$ cat src/rtl/cpu_pkg.sv
// rtl/cpu_pkg.sv - shared CPU types and constants for the HI/LO sequencer
package cpu_pkg;

    // Sequencer states; ARM covers the cycle in which the unit latches its operands.
    typedef enum logic [2:0] {
        IDLE      = 3'd0,
        MULT_ARM  = 3'd1,
        MULT_WAIT = 3'd2,
        DIV_ARM   = 3'd3,
        DIV_WAIT  = 3'd4
    } hilo_state_t;

    // Start edge to op_done rising edge for a multiply.
    localparam int MULT_LATENCY = 35;

    // Result pattern the Div unit presents on a divide by zero.
    localparam logic [31:0] DIV0_VALUE = 32'h7FFF_FFFF;

endpackage

$ cat src/rtl/hilo_sequencer.sv
// rtl/hilo_sequencer.sv - multiply/divide initiator owning the HI/LO registers
module hilo_sequencer
    import cpu_pkg::*;
(
    input  logic        clock,
    input  logic        reset,
    input  logic        start_mult,
    input  logic        start_div,
    input  logic        mthi,
    input  logic        mtlo,
    input  logic [31:0] wdata,
    input  logic        mult_done,
    input  logic [31:0] mult_hi,
    input  logic [31:0] mult_lo,
    input  logic        div_done,
    input  logic        div0,
    input  logic [31:0] div_hi,
    input  logic [31:0] div_lo,
    output logic        mult_ctrl,
    output logic        div_ctrl,
    output logic [31:0] hi,
    output logic [31:0] lo,
    output logic        busy,
    output logic        op_done,
    output logic        div0_exc
);

    hilo_state_t state;

    // Sequencer FSM plus HI/LO capture; op_done/div0_exc are single-cycle pulses.
    always_ff @(posedge clock) begin
        if (reset) begin
            state    <= IDLE;
            hi       <= 32'd0;
            lo       <= 32'd0;
            op_done  <= 1'b0;
            div0_exc <= 1'b0;
        end else begin
            op_done  <= 1'b0;
            div0_exc <= 1'b0;
            case (state)
                IDLE: begin
                    // A write in the same cycle as a start lands now and is overwritten by the result.
                    if (mthi) hi <= wdata;
                    if (mtlo) lo <= wdata;
                    if (start_mult) begin
                        state <= MULT_ARM;
                    end else if (start_div) begin
                        state <= DIV_ARM;
                    end
                end
                // Done may still be high from the previous operation, so ARM never looks at it.
                MULT_ARM: state <= MULT_WAIT;
                MULT_WAIT: begin
                    if (mult_done) begin
                        hi      <= mult_hi;
                        lo      <= mult_lo;
                        op_done <= 1'b1;
                        state   <= IDLE;
                    end
                end
                DIV_ARM: state <= DIV_WAIT;
                DIV_WAIT: begin
                    if (div_done) begin
                        if (div0) begin
                            div0_exc <= 1'b1;
                        end else begin
                            hi <= div_hi;
                            lo <= div_lo;
                        end
                        op_done <= 1'b1;
                        state   <= IDLE;
                    end
                end
                default: state <= IDLE;
            endcase
        end
    end

    // Ctrl drops in the Done cycle so Mult does not re-init on the capture edge and Div can re-arm;
    // reset gates it so the units see ctrl low without waiting for the state to clear.
    always_comb begin
        mult_ctrl = 1'b0;
        div_ctrl  = 1'b0;
        if (!reset) begin
            mult_ctrl = (state == MULT_ARM) || ((state == MULT_WAIT) && !mult_done);
            div_ctrl  = (state == DIV_ARM)  || ((state == DIV_WAIT)  && !div_done);
        end
    end

    assign busy = (state != IDLE);

endmodule

$ cat config.mk
export PLATFORM = sky130hd
export DESIGN_NAME = hilo_sequencer
export DESIGN_NICKNAME = d
export VERILOG_FILES = /design/src/rtl/cpu_pkg.sv /design/src/rtl/hilo_sequencer.sv
export SDC_FILE = /design/constraint.sdc
export NUM_CORES = 1
export LEC_CHECK = 0
export CORE_MARGIN = 2
export CORE_UTILIZATION = 35
export DETAILED_ROUTE_END_ITERATION = 7
export PLACE_DENSITY = 0.86
export SETUP_SLACK_MARGIN = 0.3
export SKIP_LAST_GASP = 1
export SYNTH_ARGS = -nofsm -noshare
export SYNTH_HDL_FRONTEND = slang
export SYNTH_SLANG_ARGS = --single-unit
export TNS_END_PERCENT = 30
$ cat constraint.sdc
create_clock -name clock -period 1.7 [get_ports clock]
set_clock_uncertainty 0.05 [all_clocks]
set_input_delay 0.17 -clock clock [delete_from_list [all_inputs] [get_ports clock]]
set_output_delay 0.17 -clock clock [all_outputs]
set_load 0.1 [all_outputs]
# [After elaboration in Yosys (flattened, before gate mapping)]
# Index checks and enable logic that the tools add are counted.
[word_totals] reg_bits=69 input_bits=169 output_inout_bits=69 wordCells=51
[op_classes] eq_ne=10 muxes=21 n_bitwise=2 n_reduce_logical=13
[op_table] op="$mux 32" n=8
[op_table] op="$pmux 32 s3" n=2
[op_table] op="$pmux 3 s5" n=1
[op_table] op="$mux 3" n=4
[op_table] op="$ne 2x2->1 const B" n=5
[op_table] op="$reduce_and 5->1" n=2
[op_table] op="$eq 3x2->1 const B" n=2
[op_table] op="$reduce_bool 3->1" n=2
[op_table] op="$mux 1" n=5
[op_table] op="$eq 3x1->1 const B" n=1
[op_table] op="$eq 3x3->1 const B" n=1
[op_table] op="$logic_not 3->1" n=1
[op_table] op="$ne 3x3->1 const B" n=1
[op_table] op="$reduce_and 3->1" n=1
[op_table] op="$reduce_or 3->1" n=1
[op_table] op="$logic_and 1x1->1" n=2
[op_table] op="$logic_not 1->1" n=2
[op_table] op="$logic_or 1x1->1" n=2
[op_table] op="$not 1->1" n=2
[op_table] op="$pmux 1 s2" n=1

# [Depth between registers and ports, before layout]
# Gate-level depths: netlist of the first run.
[logic_depth] depth_word=4 ltp_mapped=8 ltp_nobuf=4

# [Worst setup path before layout of the first run]
# OpenSTA, ideal clock, no wires.
[synth_path] path_kind="register to output" startpoint="register state[1]" endpoint="output mult_ctrl" t_arrival_ps=3191 t_required_ps=1480 slack_ps=-1711 stages_incl_launch_ff=7 path_buffers=3 cell_sequence="dfxtp_1 > buf_4 > inv_2 > buf_2 > buf_2 > nand2_1 > a211oi_1"
[synth_between] elab_chain_cells=4 elab_cells_between_ends=5 cone_classes="eq/ne: 2; mux: 1; reduce/logical: 2"
[synth_rtl] item="start, declared" line_no="hilo_sequencer.sv:28" source="hilo_state_t state;"
[synth_rtl] item="start signal, assigned" line_no="hilo_sequencer.sv:33" source="state <= IDLE;"
[synth_rtl] item="start signal, assigned" line_no="hilo_sequencer.sv:47" source="state <= MULT_ARM;"
[synth_rtl] item="start signal, assigned" line_no="hilo_sequencer.sv:49" source="state <= DIV_ARM;"
[synth_rtl] item="$eq 3x2->1" line_no="hilo_sequencer.sv:86" source="mult_ctrl = (state == MULT_ARM) || ((state == MULT_WAIT) && !mult_done);"
[synth_rtl] item="$logic_and 1x1->1" line_no="hilo_sequencer.sv:86"
[synth_rtl] item="$logic_or 1x1->1 (*)" line_no="hilo_sequencer.sv:86"
[synth_rtl] item="$mux 1 (*)" line_no="hilo_sequencer.sv:85" source="if (!reset) begin"
[synth_rtl] item="end, declared" line_no="hilo_sequencer.sv:19" source="output logic mult_ctrl,"
# Mark *: on every way between the ends. The rest lies on a longest branch, timed or not.

# [Final worst setup path of the first run]
[layout_path] startpoint="register state[0]" endpoint="register lo[31]"
[layout_between] elab_chain_cells=3 elab_cells_between_ends=10 cone_classes="eq/ne: 6; mux: 1; reduce/logical: 3"
[layout_rtl] item="$eq 3x3->1, or another cell as far along" line_no="hilo_sequencer.sv:41" source="case (state)"
[layout_rtl] item="$ne 2x2->1 (no source line) / $reduce_bool 3->1 (equally long branches)"
[layout_rtl] item="$reduce_and 5->1 (no source line)"
[layout_rtl] item="end signal, assigned" line_no="hilo_sequencer.sv:45" source="if (mtlo) lo <= wdata;"
[layout_rtl] item="end signal, assigned" line_no="hilo_sequencer.sv:57" source="lo <= mult_lo;"
[layout_rtl] item="end signal, assigned" line_no="hilo_sequencer.sv:69" source="lo <= div_lo;"
[layout_rtl] item="end, declared" line_no="hilo_sequencer.sv:22" source="output logic [31:0] lo,"
# Several ways; a longest one is shown, not always the timed one.
# A chain may end at the register's enable or synchronous reset.

==> flow_metrics.tcl, run 1 <==
set metrics [dict create \
    outcome "finished with violations" \
    violations "setup timing" \
    timing.max_cap.violations 0 \
    route.detailed.wl_per_inst_um 22.4 \
    dieHeight_um 113 \
    synth.top_cell.area_share 0.335 \
    reg2regPathDepth 7 \
    hold-worst-slack_ps 131 \
    vdd_drop_max_v 0.000700 \
    design.core.area_um2 11500 \
    critical_path_s_largest_stage_delay_ps 480 \
    power-per-cell-area_nw_per_um2 1000 \
    setup-violations-final 67 \
    grt_first_pass_wirelength_um 29600 \
    floorplan.initialDensity 0.360 \
    ant_nets 0 \
    numCtsBuffers 9 \
    grt_setup_unrepaired "yes" \
    achievable_frequency_mhz 544 \
    io_buffers 237 \
    vias 5908 \
    highest_layer "met4" \
    timing.critical_path.cells "and2b_2 -> buf_8 -> buf_12 -> buf_16 -> a221oi_1 -> or4_1 -> a21oi_1" \
    footprint_of_the_flip_flops_and_latches_um2 1390 \
    clock_latency_ps 320 \
    criticalPathCategory "reg -> reg" \
    pre_repair_dr_iteration_count 6 \
    post-route-drc-count 0 \
    detailed_place_hpwl_um 12400 \
    antenna_found_initial 0 \
    multiInputGateArea_um2 2530 \
    worst_ep_arrival_time_ps 2030 \
    regToRegStartpoint "state[0]" \
    post-route-worst-setup-slack_ps -137 \
    final_layout_size_suffix_gt1_frac 0.240 \
    via_per_inst 6.77 \
    floorplan_die_area_um2 12700 \
    worstHoldPathCells 2 \
    final.period_utilization 1.08 \
    timing.final.hold_violations 0 \
    cts.path.max_buffers 2 \
    grt_pass1_vias 5807 \
    drt-initial-drc-count 733 \
    final.min_clock_period_ps 1840 \
    crit_family "simple AND/OR/NAND/NOR gates" \
    areaGrowthSynthToFinish_pct 90.8 \
    synth_top_area_cell "sky130_fd_sc_hd__dfxtp_1" \
    detail_route.wirelength_um 19500 \
    cp-start-kind "flip-flop" \
    chipWidth_um 113 \
    critPathRequiredTime_ps 1890 \
    crit_slowest_cell "sky130_fd_sc_hd__or4_1" \
    cts_hold_buffers 0 \
    num_io_pins 238 \
    post_synth_main_area_contributors "sky130_fd_sc_hd__dfxtp_1 33%, sky130_fd_sc_hd__a221oi_1 27%, sky130_fd_sc_hd__or4_1 12%" \
    maxSlewViolCount 0 \
    finish.net_count 894 \
    timing.critical_path.fanout_max 16 \
    num_rows 39 \
    critPathCaptureType "flip-flop" \
    synth.avg_cell_area_um2 8.34 \
    antenna_cells 0 \
    dr_wl_met2_um 9570 \
    clk_pin_slew_worst_paths_ps 50 \
    power.static_leakage_uw 0.00287 \
    postSynthCellCount 495 \
    worst-r2r-setup-slack_ps -140 \
    relSlewSlack 0.661 \
    clockRootBuffer "sky130_fd_sc_hd__clkbuf_16" \
    hold_path_startpoint "reset" \
    holdCritPathClass "in -> reg" \
    crit_buf_inv 3 \
    syn_nets 664 \
    slew_at_the_pin_closest_to_its_max_slew_limit_ps 502 \
    finalWeightedCongestion 0.868 \
    grt_remaining_overflow 0 \
    pin_count_of_the_biggest_net_entering_global_routing 65 \
    cts_tree "built" \
    cts-htree-levels 3 \
    timing.rr.end "lo[31]" \
    synth-seq-cells 69 \
    wl_met3_um 2240 \
    fin_setup_tns_ps -5710 \
    synthesis_warning_total 0 \
    fill_cells 863 \
    grt.total_usage 0.286 \
    synth.lib_cells_used.distinct 26 \
    synth_area_um2 4130 \
    synth_sequential_area_ratio 0.335 \
    cts.sink_count 69 \
    holdPathEnd "state[1]" \
    routedLengthMet1_um 7200 \
]
==> what timing repair did <==
action                     4_1_cts  5_1_grt
setup buffers                   11        7
cloned                           5        1
gates resized for setup         16       18
pin swaps                        6        6
setup endpoints to repair       69       70
==> registers in the layout, indices dropped and copies added, names as in the netlist <==
signal    cells
div0_exc      1
hi           32
lo           32
op_done       1
state         3
==> routing by layer <==
| layer | vias to the layer above | GRT usage |
|---|---|---|
| li1 | 2554 | - |
| met3 | 66 | 0.0799 |
| met4 | 0 | 0.103 |
| met5 | - | 0 |
| met2 | 502 | 0.480 |
| met1 | 2786 | 0.351 |
==> logic make-up (layout without fill, tap and decap cells) <==
logic type | Yosys count | after routing | share of synthesized area
compound gates | 263 | 263 | 0.439
simple gates | 83 | 83 | 0.142
buf+inv | 80 | 315 | 0.0849
flops | 69 | 69 | 0.335
==> cell usage after synthesis, drive strengths merged <==
master / count
or4: 64
inv: 2
nor4bb: 1
a31oi: 1
clkbuf: 52
o21ai: 66
nand2: 4
dfxtp: 69
a221oi: 128
buf: 26
nor2: 5
o22a: 1
a21oi: 64
and2b: 1
nand2b: 2
a211oi: 2
and3: 1
nor2b: 1
a32oi: 1
nor3: 4
==> stage by stage <==
step           instances   util  instance area, µm²  setup WS, ps  total power [µW]
2_1_floorplan        495      -                4190          -290              4240
3_3_place_gp         833  0.621                7120          -248              5590
3_5_place_dp         833  0.621                7120          -354              5670
4_1_cts              865  0.673                7710          -107              7790
5_1_grt              873  0.687                7870          -192              8180
6_report             873  0.687                7870          -137              7910
==> worst max path at each step <==
stage                         from  depth (start not counted)   endpoint
after floorplan           state[1]                          6  mult_ctrl
after global placement        div0                          6     lo[15]
after detailed placement      div0                          6     lo[21]
after CTS                 state[0]                          5  mult_ctrl
after global routing      state[1]                          8      hi[6]
final                     state[0]                          7     lo[31]
==> area by class of cell <==
type | instances | share of cell area
Timing Repair Buffer | 297 | 0.441
Multi-Input combinational cell | 346 | 0.321
Sequential cell | 69 | 0.177
Clock buffer | 11 | 0.0308
Tap cell | 143 | 0.0227
Clock inverter | 5 | 0.00636
Inverter | 2 | 0.00127
==> cells in the final DEF (no fill, tap or decap), drive strengths merged, types with 4 or more instances in the layout <==
master         synthesis  final
o21ai                 66     66
clkbuf                52     12
dfxtp                 69     69
or4                   64     64
a221oi               128    128
nor3                   4      4
a21oi                 64     64
buf                   26    128
clkdlybuf4s50          0    167
nand2                  4      4
nor2                   5      5
clkinv                 0      4
==> power by group <==
part | switching (µW) | internal, µW | total [µW]
clock | 708 | 1170 | 1870
combinational | 2480 | 1590 | 4070
sequential | 155 | 1810 | 1970
Power figures use the tool's default switching activity.
==> run 2: changes to the inputs <==
- CORE_ASPECT_RATIO: not set -> 1.25
==> run 2 against run 1 <==
Compared with the run above: the flow finishes with violations (DRC, setup timing); design area down 0.40%; clock power shrank 8%; sequential share of layout area increased by 0.10 points; register-to-register slack lost 30 ps; die area about the same; highest routed layer unchanged; fmax shrank 1.5%; largest cell class unchanged; critical path type unchanged; core utilization shrank 0.83 points; sequential cell count unchanged; combinational power shrank 1%; critical path depth decreased by 1; clock-buffer cell count is 1 higher.
==> flow_metrics.tcl, run 2 (same netlist as run 1, synthesis figures left out) <==
set metrics [dict create \
    violations "DRC, setup timing" \
    post-route-drc-count 2 \
    grt.total_usage 0.279 \
    power.static_leakage_uw 0.00287 \
    cts.sink_count 69 \
    final_layout_size_suffix_gt1_frac 0.255 \
    num_rows 44 \
    fin_setup_tns_ps -5510 \
    num_io_pins 238 \
    most_common_cell_after_layout_fill_and_taps_aside "sky130_fd_sc_hd__clkdlybuf4s50_1" \
    critPathCaptureType "flip-flop" \
    holdCritPathClass "in -> reg" \
    criticalPathCategory "reg -> reg" \
    achievable_frequency_mhz 536 \
    timing.final.hold_violations 0 \
    layout.core_utilization 0.678 \
    setup-violations-final 66 \
    antenna_cells 0 \
    grt_setup_unrepaired "yes" \
    crit_buf_inv 2 \
    final.period_utilization 1.10 \
    timing.critical_path.fanout_max 16 \
    power.total_uw 7710 \
    power-per-cell-area_nw_per_um2 983 \
    final-instance-count-excl-fill 874 \
    pre_repair_dr_iteration_count 8 \
    finalWeightedCongestion 0.921 \
    grt_pass1_vias 5689 \
    clk_pin_slew_worst_paths_ps 50 \
    outcome "finished with violations" \
    dpl.cell_count 835 \
    final.min_clock_period_ps 1870 \
    post-route-worst-setup-slack_ps -165 \
    clock_latency_ps 320 \
    fill_cells 864 \
    largestRegisters "hi (32), lo (32), state (3)" \
    pin_count_of_the_biggest_net_entering_global_routing 60 \
    timing.critical_path.cells "and2b_2 -> buf_8 -> buf_16 -> a221oi_1 -> or4_1 -> a21oi_1" \
    floorplan_die_area_um2 12700 \
    critical_path_s_largest_stage_delay_ps 490 \
    crit_family "simple AND/OR/NAND/NOR gates" \
    cts.path.max_buffers 2 \
    layout.cells.most_common_list "167 x sky130_fd_sc_hd__clkdlybuf4s50_1, 124 x sky130_fd_sc_hd__a221oi_1, 78 x sky130_fd_sc_hd__buf_4" \
    worst_ep_arrival_time_ps 2060 \
    grt_first_pass_wirelength_um 28400 \
    floorplan.initialDensity 0.357 \
    via_per_inst 6.82 \
    dieHeight_um 125 \
    areaGrowthSynthToFinish_pct 90.1 \
    design.core.area_um2 11600 \
    grt_remaining_overflow 0 \
    cts_tree "built" \
    finish.net_count 902 \
    timing.max_cap.violations 0 \
    io_buffers 237 \
    antenna_found_initial 0 \
    cp-start-kind "flip-flop" \
    slew_at_the_pin_closest_to_its_max_slew_limit_ps 439 \
    maxSlewViolCount 0 \
    critPathRequiredTime_ps 1890 \
    ant_nets 0 \
    relSlewSlack 0.707 \
    numCtsBuffers 9 \
    preCtsSetupSlack_ps -302 \
    vdd_drop_max_v 0.000577 \
    drt-initial-drc-count 662 \
    chipWidth_um 101 \
    crit_slowest_cell "sky130_fd_sc_hd__or4_1" \
    detail_route.wirelength_um 19800 \
    clockRootBuffer "sky130_fd_sc_hd__clkbuf_16" \
    vias 5959 \
    detailed_place_hpwl_um 12600 \
    route.detailed.wl_per_inst_um 22.6 \
    cts-htree-levels 3 \
]
-- run 2: changes by cell type in the layout (fill, tap and decap cells not counted), sizes merged --
cell | before | now
buf | 128 | 132
inv | 2 | 1
clkinv | 4 | 3
clkbuf | 12 | 17
bufinv | 1 | 0
-- run 2: report_power, final --
group / switching [µW] / internal, µW
clock network: 671 / 1050
registers: 151 / 1810
logic: 2490 / 1550
total: 3310 / 4400
-- run 2: worst paths after layout --
| path | startpoint | end | slack, ps | cells past startpoint |
|---|---|---|---|---|
| worst max-delay path | state[0] | hi[29] | -170 | 6 |
| worst min-delay path | reset | state[1] | 170 | 2 |
| worst max register to register | state[0] | hi[29] | -170 | 6 |
| worst min register to register | hi[15] | hi[15] | 430 | 2 |
-- run 2: metal layers --
layer	vias to the layer above	wire length, µm	part of all wire	global-route usage
li1	2578	-	-	-
met1	2750	6780	0.34	0.326
met2	527	9910	0.50	0.469
met3	104	2140	0.11	0.0509
met4	0	965	0.049	0.161
met5	-	0	0	0
-- run 2: metrics by stage --
step,hold WS (ps),instance area (µm²)
after floorplan,276,4190
after global placement,412,7060
after detailed placement,418,7060
after CTS,145,7520
after global routing,182,7840
final,172,7840
-- run 2: final cells by class --
class	instances	area, µm²	share of cell area
sequential	69	1390	0.178
inverter	2	11.3	0.00144
clock inverter	2	10.0	0.00128
timing repair buffer	305	3430	0.437
clock buffer	12	256	0.0327
tap	138	173	0.0220
multi-input combinational	346	2570	0.328
-- run 2: repair_timing --
| item | CTS | global route |
|---|---|---|
| gates resized for setup | 16 | 33 |
| setup endpoints to repair | 69 | 69 |
| cloned | 4 | 5 |
| pin swaps | 4 | 16 |
| hold buffers | 0 | 0 |
| buffers inserted | 5 | 11 |
